<file path="config.mk">
export PLATFORM = sky130hd
export DESIGN_NAME = barrel_shift_pipe
export DESIGN_NICKNAME = d
export VERILOG_FILES = /design/src/rtl/shifter_pkg.sv /design/src/rtl/shift_stage.sv /design/src/rtl/barrel_shift_pipe.sv
export SDC_FILE = /design/constraint.sdc
export NUM_CORES = 1
export LEC_CHECK = 0
export BUFFER_PORTS_ARGS = -buffer_cell sky130_fd_sc_hd__buf_2
export CAP_MARGIN = 20
export CORE_UTILIZATION = 62
export CTS_CLUSTER_SIZE = 28
export DETAILED_ROUTE_END_ITERATION = 10
export PLACE_DENSITY_LB_ADDON = 0.25
export SYNTH_ARGS = -nofsm -noshare
export SYNTH_HDL_FRONTEND = slang
export SYNTH_SLANG_ARGS = --single-unit
</file>
<file path="constraint.sdc">
create_clock -name clk -period 4.1 [get_ports clk]
set_clock_uncertainty 0.05 [all_clocks]
set_input_delay 0.615 -clock clk [delete_from_list [all_inputs] [get_ports clk]]
set_output_delay 0.615 -clock clk [all_outputs]
set_load 0.05 [all_outputs]
</file>
<file path="src/rtl/shifter_pkg.sv">
// Shared definitions for the pipelined barrel shifter.
//   WIDTH_DEF / CNT_W_DEF : default data width and shift-count width
//   OP_ROL/OP_SLL/OP_ROR/OP_SRL : 2-bit operation encodings on in_op
package shifter_pkg;

  localparam int unsigned WIDTH_DEF = 16;
  localparam int unsigned CNT_W_DEF = 4;

  localparam logic [1:0] OP_ROL = 2'b00;
  localparam logic [1:0] OP_SLL = 2'b01;
  localparam logic [1:0] OP_ROR = 2'b10;
  localparam logic [1:0] OP_SRL = 2'b11;

endpackage

</file>
<file path="src/rtl/shift_stage.sv">
// One combinational barrel-shifter stage: shifts/rotates by the fixed amount
// AMT when en is set, otherwise passes data through unchanged.
// Ports:
//   data  in  WIDTH  operand
//   en    in  1      apply this stage's shift
//   op    in  2      OP_ROL / OP_SLL / OP_ROR / OP_SRL
//   arith in  1      op SRL fills with data MSB instead of zero
//   res   out WIDTH  result
module shift_stage
  import shifter_pkg::*;
#(
  parameter int unsigned WIDTH = WIDTH_DEF,
  parameter int unsigned AMT   = 1
) (
  input  logic [WIDTH-1:0] data,
  input  logic             en,
  input  logic [1:0]       op,
  input  logic             arith,
  output logic [WIDTH-1:0] res
);

  always_comb begin
    res = data;
    if (en) begin
      case (op)
        OP_ROL:  res = {data[WIDTH-1-AMT:0], data[WIDTH-1:WIDTH-AMT]};
        OP_SLL:  res = data << AMT;
        OP_ROR:  res = {data[AMT-1:0], data[WIDTH-1:AMT]};
        OP_SRL:  res = arith ? WIDTH'($signed(data) >>> AMT) : (data >> AMT);
        default: res = data;
      endcase
    end
  end

endmodule

</file>
<file path="src/rtl/barrel_shift_pipe.sv">
// Two-stage elastic barrel shifter/rotator. Stage A applies the low half of
// the count bits, stage B the high half; each stage is a valid/data register
// with valid/ready handshaking, sustaining one op per cycle.
// Optional build macro: SHIFT_ARITH_EN adds in_arith (op SRL becomes SRA
// when in_arith=1).
// Ports:
//   clk, rst_n (async, active low), flush (sync kill of in-flight ops)
//   in_valid/in_ready/in_data/in_cnt/in_op [/in_arith] : operand side
//   out_valid/out_ready/out_data                       : result side
module barrel_shift_pipe
  import shifter_pkg::*;
#(
  parameter int unsigned WIDTH = WIDTH_DEF,
  parameter int unsigned CNT_W = CNT_W_DEF
) (
  input  logic             clk,
  input  logic             rst_n,
  input  logic             flush,
  input  logic             in_valid,
  output logic             in_ready,
  input  logic [WIDTH-1:0] in_data,
  input  logic [CNT_W-1:0] in_cnt,
  input  logic [1:0]       in_op,
`ifdef SHIFT_ARITH_EN
  input  logic             in_arith,
`endif
  output logic             out_valid,
  input  logic             out_ready,
  output logic [WIDTH-1:0] out_data
);

  localparam int unsigned LO_W = CNT_W / 2;
  localparam int unsigned HI_W = CNT_W - LO_W;

  logic             arith_in;
  logic             a_valid, b_valid;
  logic [WIDTH-1:0] a_data, b_data;
  logic [1:0]       a_op;
  logic [HI_W-1:0]  a_cnt_hi;
  logic             a_arith;
  logic             b_load, a_adv, a_load;

  logic [WIDTH-1:0] a_chain [LO_W+1];
  logic [WIDTH-1:0] b_chain [HI_W+1];

`ifdef SHIFT_ARITH_EN
  assign arith_in = in_arith;
`else
  assign arith_in = 1'b0;
`endif

  // Handshake: stage B refills when empty or draining; stage A refills when
  // empty or moving into B, so in_ready only drops with both stages full.
  assign b_load   = !b_valid || out_ready;
  assign a_adv    = a_valid && b_load;
  assign a_load   = !a_valid || b_load;
  assign in_ready = a_load && !flush;

  assign out_valid = b_valid;
  assign out_data  = b_data;

  assign a_chain[0] = in_data;
  for (genvar i = 0; i < LO_W; i++) begin : g_stage_a
    shift_stage #(.WIDTH(WIDTH), .AMT(1 << i)) u_shift (
      .data  (a_chain[i]),
      .en    (in_cnt[i]),
      .op    (in_op),
      .arith (arith_in),
      .res   (a_chain[i+1])
    );
  end

  assign b_chain[0] = a_data;
  for (genvar j = 0; j < HI_W; j++) begin : g_stage_b
    shift_stage #(.WIDTH(WIDTH), .AMT(1 << (LO_W + j))) u_shift (
      .data  (b_chain[j]),
      .en    (a_cnt_hi[j]),
      .op    (a_op),
      .arith (a_arith),
      .res   (b_chain[j+1])
    );
  end

  always_ff @(posedge clk or negedge rst_n) begin
    if (!rst_n) begin
      a_valid  <= 1'b0;
      a_data   <= '0;
      a_op     <= OP_ROL;
      a_cnt_hi <= '0;
      a_arith  <= 1'b0;
    end else if (flush) begin
      a_valid <= 1'b0;
    end else if (a_load) begin
      a_valid <= in_valid;
      if (in_valid) begin
        a_data   <= a_chain[LO_W];
        a_op     <= in_op;
        a_cnt_hi <= in_cnt[CNT_W-1:LO_W];
        a_arith  <= arith_in;
      end
    end
  end

  always_ff @(posedge clk or negedge rst_n) begin
    if (!rst_n) begin
      b_valid <= 1'b0;
      b_data  <= '0;
    end else if (flush) begin
      b_valid <= 1'b0;
    end else if (b_load) begin
      b_valid <= a_valid;
      if (a_adv) b_data <= b_chain[HI_W];
    end
  end

endmodule
</file>
==> impl_metrics.env, run 1 <==
export IMPL_final_setup_tns_ns=0
export IMPL_core_um2=4380
export IMPL_pin_count=45
export IMPL_cts_resized=0
export IMPL_drv_cap=0
export IMPL_nFillCells=363
export IMPL_worstPathArrival_ns=2.12
export IMPL_path_depth=4
export IMPL_period_share_pct=47.9
export IMPL_finalNetCount=375
export IMPL_synthTopCellsByArea="dfrtp_1 (33%), mux2i_1 (9.8%), nor2_1 (8.6%), mux4_2 (7.9%), a21oi_1 (4.7%)"
export IMPL_max_freq_ghz=0.509
export IMPL_drc_errors=0
export IMPL_grt_pass1_vias=2288
export IMPL_die_h_um=70.0
export IMPL_grt_ovfl_total=0
export IMPL_initial_utilization_pct=65.4
export IMPL_holdCritPathClass="in2async"
export IMPL_hold_ws_ns=0.378
export IMPL_synth_area_leader_cell="dfrtp_1"
export IMPL_num_antenna_cells=0
export IMPL_leakage_uw=0.00137
export IMPL_max_stage_delay_ns=0.92
export IMPL_netlist_instances=320
export IMPL_clockRootBuffer="clkbuf_8"
export IMPL_setup_viol_count_final=0
export IMPL_critical_path_slowest_cell="dfrtp_1"
export IMPL_ys_ff_latch=38
export IMPL_die_area_um2=4900
export IMPL_path_cells="inv_1 -> a21oi_2 -> a22oi_1 -> a21oi_1"
export IMPL_critPathMaxFanout=26
export IMPL_cts_setup_buffers=0
export IMPL_drtIter0Drc=188
export IMPL_area_growth_pct=9.43
export IMPL_gp_congestion=0.834
export IMPL_h_tree_depth=2
export IMPL_power_density_nw_per_um2=435
export IMPL_tightest_slew_ns=0.896
export IMPL_critPathTopFamily="flip-flops"
export IMPL_synth_area_per_cell_um2=8.95
export IMPL_fin_crit_ns=1.97
export IMPL_r2r_cells=4
export IMPL_wl_mm=6.23
export IMPL_finalMaxSlewViolations=0
export IMPL_via_count=2507
export IMPL_cts_hold_buf=0
export IMPL_yosysTopAreaCellShare_pct=33.2
export IMPL_antenna_found_initial=0
export IMPL_cts_buffers=5
export IMPL_clockBufferDepth=2
export IMPL_finalHoldViolCount=0
export IMPL_crit_path_start_kind="flop"
export IMPL_grt_usage_pct=28.1
export IMPL_syn_num_nets=347
export IMPL_synth_cell_area_um2=2870
export IMPL_wl_per_cell_um=15.5
export IMPL_drive_above_1_share_pct=23.2
export IMPL_cts_tree="built"
export IMPL_port_buffers=44
export IMPL_grt_max_degree=57
export IMPL_endpoint_kind="flop"
export IMPL_r2r_end="out_data[1]"
export IMPL_required_ns=4.25
export IMPL_final_design_area_no_fill_um2=3140
export IMPL_first_pass_iters=4
export IMPL_ir_worst_vdd_mv=0.326
export IMPL_yosys_warnings=0
export IMPL_rr_startpoint="a_op[1]"
export IMPL_clock_sinks=38
export IMPL_viasPerCell=6.25
export IMPL_grt_pass1_wl_mm=11.0
export IMPL_clk_pin_slew_ns=0.07
export IMPL_path_buf_inv=1
export IMPL_worstSetupPathType="reg2reg"
export IMPL_hpwl_mm=4.42
export IMPL_r2r_setup_slack_ns=2.13
export IMPL_rows=24
export IMPL_yosysUniqueCellTypes=36
export IMPL_fp_dieW_um=70.0
export IMPL_rsz0062_at_grt="no"
export IMPL_place_area_um2=3010
export IMPL_ant_nets=0
export IMPL_slew_headroom_pct=40.3
export IMPL_clkLatencyLatePin_ns=0.29
export IMPL_synth_seq_area_share_pct=33.2
export IMPL_status="complete, no violations"
[layout make-up]
cell class,instances,area [um^2],share of cell area (%)
Sequential cell,38,951,30.3
Inverter,7,26.3,0.838
Tap cell,52,65.1,2.08
Clock inverter,2,12.5,0.399
Timing Repair Buffer,48,270,8.62
Clock buffer,6,82.6,2.63
Multi-Input combinational cell,248,1730,55.1
[metrics by stage]
stage	cells	setup WS [ns]	util (%)	total power, uW
after floorplan	320	1.87	-	973
after global placement	391	1.71	68.6	1090
after detailed placement	391	1.68	68.6	1100
after CTS	399	1.98	70.7	1370
after global routing	401	1.94	71.5	1450
final	401	2.13	71.5	1370
[registers in the layout, summed over array words and instances (netlist names)]
name and count:
a_data 16, a_op 2, a_cnt_hi 2, a_valid 1, out_data 16, out_valid 1
[synthesized netlist by cell type (all sizes together)]
library cell / number
mux2: 7
mux2i: 28
a21oi: 30
clkbuf: 9
o21ai: 3
nor2: 66
o311ai: 4
dfrtp: 38
and3b: 2
o221ai: 1
inv: 6
mux4: 10
a31oi: 21
a22oi: 12
a211o: 13
or3b: 1
o22ai: 2
nand3: 2
a311oi: 1
buf: 18
a22o: 2
nor3b: 1
or2: 2
nand3b: 6
nand2: 21
a211oi: 3
clkinv: 1
nor2b: 2
a32oi: 2
nand2b: 6
[worst max path at each step]
| stage | from | end |
|---|---|---|
| 6_report | a_op[1] | out_data[1] |
| 5_1_grt | a_op[1] | out_data[1] |
| 3_3_place_gp | in_cnt[0] | a_data[12] |
| 2_1_floorplan | out_valid | in_ready |
| 3_5_place_dp | in_cnt[0] | a_data[12] |
| 4_1_cts | in_cnt[0] | a_data[12] |
[kinds of logic (layout without fill, tap and decap cells)]
group           after synthesis  count (layout)  share of synthesized area, %
compound gates               94              94                          22.6
flops                        38              38                          33.2
buf+inv                      34              63                          6.72
simple gates                109             109                          17.1
mux                          45              45                          20.4
[power breakdown]
part	internal, uW	switching [uW]	leakage (uW)
Clock	135	132	0.0000472
Combinational	194	369	0.000894
Sequential	452	83.4	0.000429
Total	782	584	0.00137
[cell usage in the layout, fill, tap and decap left out]
master / Yosys / final
a31oi_1: 21 / 21
and3b_1: 2 / 2
a211oi_1: 2 / 2
clkinvlp_4: 0 / 1
nor2b_1: 1 / 1
clkinv_2: 0 / 1
o21ai_0: 3 / 3
a22oi_1: 12 / 12
dfrtp_1: 38 / 38
buf_4: 7 / 2
nor3b_4: 0 / 1
a32oi_1: 2 / 2
clkinv_1: 1 / 1
or3b_1: 1 / 1
a21oi_2: 3 / 3
or2_2: 2 / 2
a311oi_1: 1 / 1
o311ai_0: 1 / 1
a211o_1: 13 / 13
nand3_1: 2 / 2
a22o_1: 2 / 2
a21oi_1: 27 / 27
nand2b_1: 6 / 6
clkbuf_8: 0 / 6
buf_12: 0 / 1
mux4_2: 10 / 10
o311ai_1: 3 / 3
buf_8: 0 / 1
mux2i_1: 28 / 28
nand3b_1: 6 / 6
o22ai_1: 2 / 2
mux2_2: 7 / 7
nor2b_4: 1 / 1
nand2_1: 21 / 21
buf_2: 7 / 44
nor2_1: 66 / 66
o221ai_1: 1 / 1
a211oi_4: 1 / 1
inv_1: 6 / 6
[routing by layer]
layer	vias up	GRT usage, %	part of all wire [%]
li1	1236	-	-
met1	1191	38.2	44
met2	72	47.1	49
met3	8	3.90	4.8
met4	0	7.78	1.5
met5	-	0	0
(Power assumes the default switching activity.)
==> run 2: changes to the inputs <==
--- a/config.mk
+++ b/config.mk
@@ -7,7 +7,7 @@
 export LEC_CHECK = 0
 export BUFFER_PORTS_ARGS = -buffer_cell sky130_fd_sc_hd__buf_2
 export CAP_MARGIN = 20
-export CORE_UTILIZATION = 62
+export CORE_UTILIZATION = 57
 export CTS_CLUSTER_SIZE = 28
 export DETAILED_ROUTE_END_ITERATION = 10
 export PLACE_DENSITY_LB_ADDON = 0.25
==> constraint.sdc (replaced) <==
create_clock -name clk -period 2 [get_ports clk]
set_clock_uncertainty 0.05 [all_clocks]
set_input_delay 0.3 -clock clk [delete_from_list [all_inputs] [get_ports clk]]
set_output_delay 0.3 -clock clk [all_outputs]
set_load 0.05 [all_outputs]
==> impl_metrics.env, run 2 (same netlist as run 1, synthesis figures left out) <==
export IMPL_fp_dieW_um=72.9
export IMPL_period_share_pct=83.6
export IMPL_hold_ws_ns=0.0459
export IMPL_fin_crit_ns=1.67
export IMPL_cts_buffers=5
export IMPL_grt_pass1_wl_mm=10.8
export IMPL_die_area_um2=5310
export IMPL_rsz0062_at_grt="no"
export IMPL_grt_max_degree=39
export IMPL_cts_setup_buffers=0
export IMPL_clock_sinks=38
export IMPL_final_setup_tns_ns=0
export IMPL_drc_errors=0
export IMPL_first_pass_iters=4
export IMPL_grt_usage_pct=26.0
export IMPL_p_sw_uw=1180
export IMPL_clockBufferDepth=2
export IMPL_placed_cells=419
export IMPL_final_setup_worst_slack_ns=0.328
export IMPL_h_tree_depth=2
export IMPL_grt_pass1_vias=2254
export IMPL_r2r_end="out_data[10]"
export IMPL_wl_met1_mm=2.86
export IMPL_final_design_area_no_fill_um2=3220
export IMPL_place_area_um2=3130
export IMPL_crit_path_start_kind="flop"
export IMPL_comb_power_share_pct=43.1
export IMPL_gp_congestion=0.824
export IMPL_holdCritPathClass="in2async"
export IMPL_hpwl_mm=4.51
export IMPL_pwr_share_seq_pct=37.9
export IMPL_finalNetCount=386
export IMPL_maxUsedRoutingLayer="met4"
export IMPL_die_h_um=72.9
export IMPL_rr_startpoint="a_op[1]"
export IMPL_status="complete, no violations"
export IMPL_worstSetupPathType="reg2reg"
export IMPL_via_count=2487
export IMPL_drive_above_1_share_pct=25.3
export IMPL_endpoint_kind="flop"
export IMPL_clk_pin_slew_ns=0.07
export IMPL_final_cell_mix="nor2_1 (66), buf_2 (44), dfrtp_1 (38), mux2i_1 (28), a21oi_1 (27)"
export IMPL_p_int_uw=1630
export IMPL_required_ns=2.17
export IMPL_viasPerCell=5.82
export IMPL_max_freq_ghz=0.598
export IMPL_initial_utilization_pct=59.9
export IMPL_critPathMaxFanout=20
export IMPL_finalMaxSlewViolations=0
export IMPL_grt_ovfl_total=0
export IMPL_num_antenna_cells=0
export IMPL_wl_per_cell_um=14.3
export IMPL_ant_nets=0
export IMPL_leakage_uw=0.00142
export IMPL_antenna_found_initial=0
export IMPL_nFillCells=413
export IMPL_area_growth_pct=12.4
export IMPL_finalHoldViolCount=0
export IMPL_wl_mm=6.13
export IMPL_met3WireLength_um=247
export IMPL_cts_hold_buf=0
export IMPL_place_ws_ns=0.287
export IMPL_clockRootBuffer="clkbuf_8"
export IMPL_clkPwrFrac_pct=19.0
export IMPL_slew_headroom_pct=46.9
export IMPL_r2r_cells=5
export IMPL_ir_worst_vdd_mv=0.446
export IMPL_tightest_slew_ns=0.796
export IMPL_power_density_nw_per_um2=871
export IMPL_r2r_setup_slack_ns=0.33
export IMPL_clkLatencyLatePin_ns=0.29
export IMPL_rows=25
export IMPL_layout_commonest_cell="nor2_1"
export IMPL_drv_cap=0
export IMPL_dr_wl_met2_mm=2.92
export IMPL_port_buffers=44
export IMPL_pin_count=45
export IMPL_setup_viol_count_final=0
export IMPL_stdcell_count=427
export IMPL_drtIter0Drc=183
export IMPL_cts_tree="built"
export IMPL_p_sw_share_pct=42.0
export IMPL_cts_resized=0
export IMPL_core_um2=4790
export IMPL_worstPathArrival_ns=1.84
[run 2: cell types whose count changed in the layout (fill, tap and decap cells not counted)]
cell / before / now
nor3b_4: 1 / 0
buf_8: 1 / 0
buf_4: 2 / 14
clkinvlp_4: 1 / 0
nor3b_2: 0 / 1
clkbuf_1: 0 / 1
[run 2: how the worst max path moves through the flow]
stage | startpoint | endpoint | slack, ns | depth (start not counted)
5_1_grt | a_op[1] | out_data[10] | 0.10 | 5
4_1_cts | a_op[1] | out_data[10] | 0.33 | 5
3_5_place_dp | in_cnt[0] | a_data[7] | 0.29 | 5
3_3_place_gp | in_cnt[0] | a_data[11] | 0.34 | 5
2_1_floorplan | out_valid | in_ready | 0.08 | 2
6_report | a_op[1] | out_data[10] | 0.33 | 5
[run 2: worst max-delay path, stage by stage, from the launching register on]
cell	delay, ns
dfrtp_1	0.48
buf_12	0.21
or3b_1	0.36
a31oi_1	0.23
a22oi_1	0.10
a21oi_1	0.16
[run 2: routing by layer]
layer	vias to the layer above	GRT usage, %
met5	-	0
met4	0	7.84
met3	9	4.14
met2	64	43.1
met1	1154	35.1
li1	1260	-
[run 2: metrics by stage]
| stage | utilization, % | total power, uW |
|---|---|---|
| 4_1_cts | 67.3 | 2810 |
| 5_1_grt | 67.3 | 2980 |
| 3_5_place_dp | 65.4 | 2280 |
| 3_3_place_gp | 65.4 | 2260 |
| 6_report | 67.3 | 2800 |
| 2_1_floorplan | - | 1990 |
[run 2: power groups by stage]
stage	combinational [uW]	clock [uW]	sequential (uW)
6_report	1210	533	1060
5_1_grt	1330	559	1090
4_1_cts	1210	542	1060
3_5_place_dp	1200	0	1080
3_3_place_gp	1190	0	1070
2_1_floorplan	618	0	1380
[run 2: layout make-up]
cell class	instances	area, um^2	area share [%]
timing repair buffer	59	345	10.7
clock buffer	7	86.3	2.68
sequential	38	951	29.5
tap	67	83.8	2.60
clock inverter	1	5.00	0.155
multi-input combinational	248	1720	53.5
inverter	7	26.3	0.816
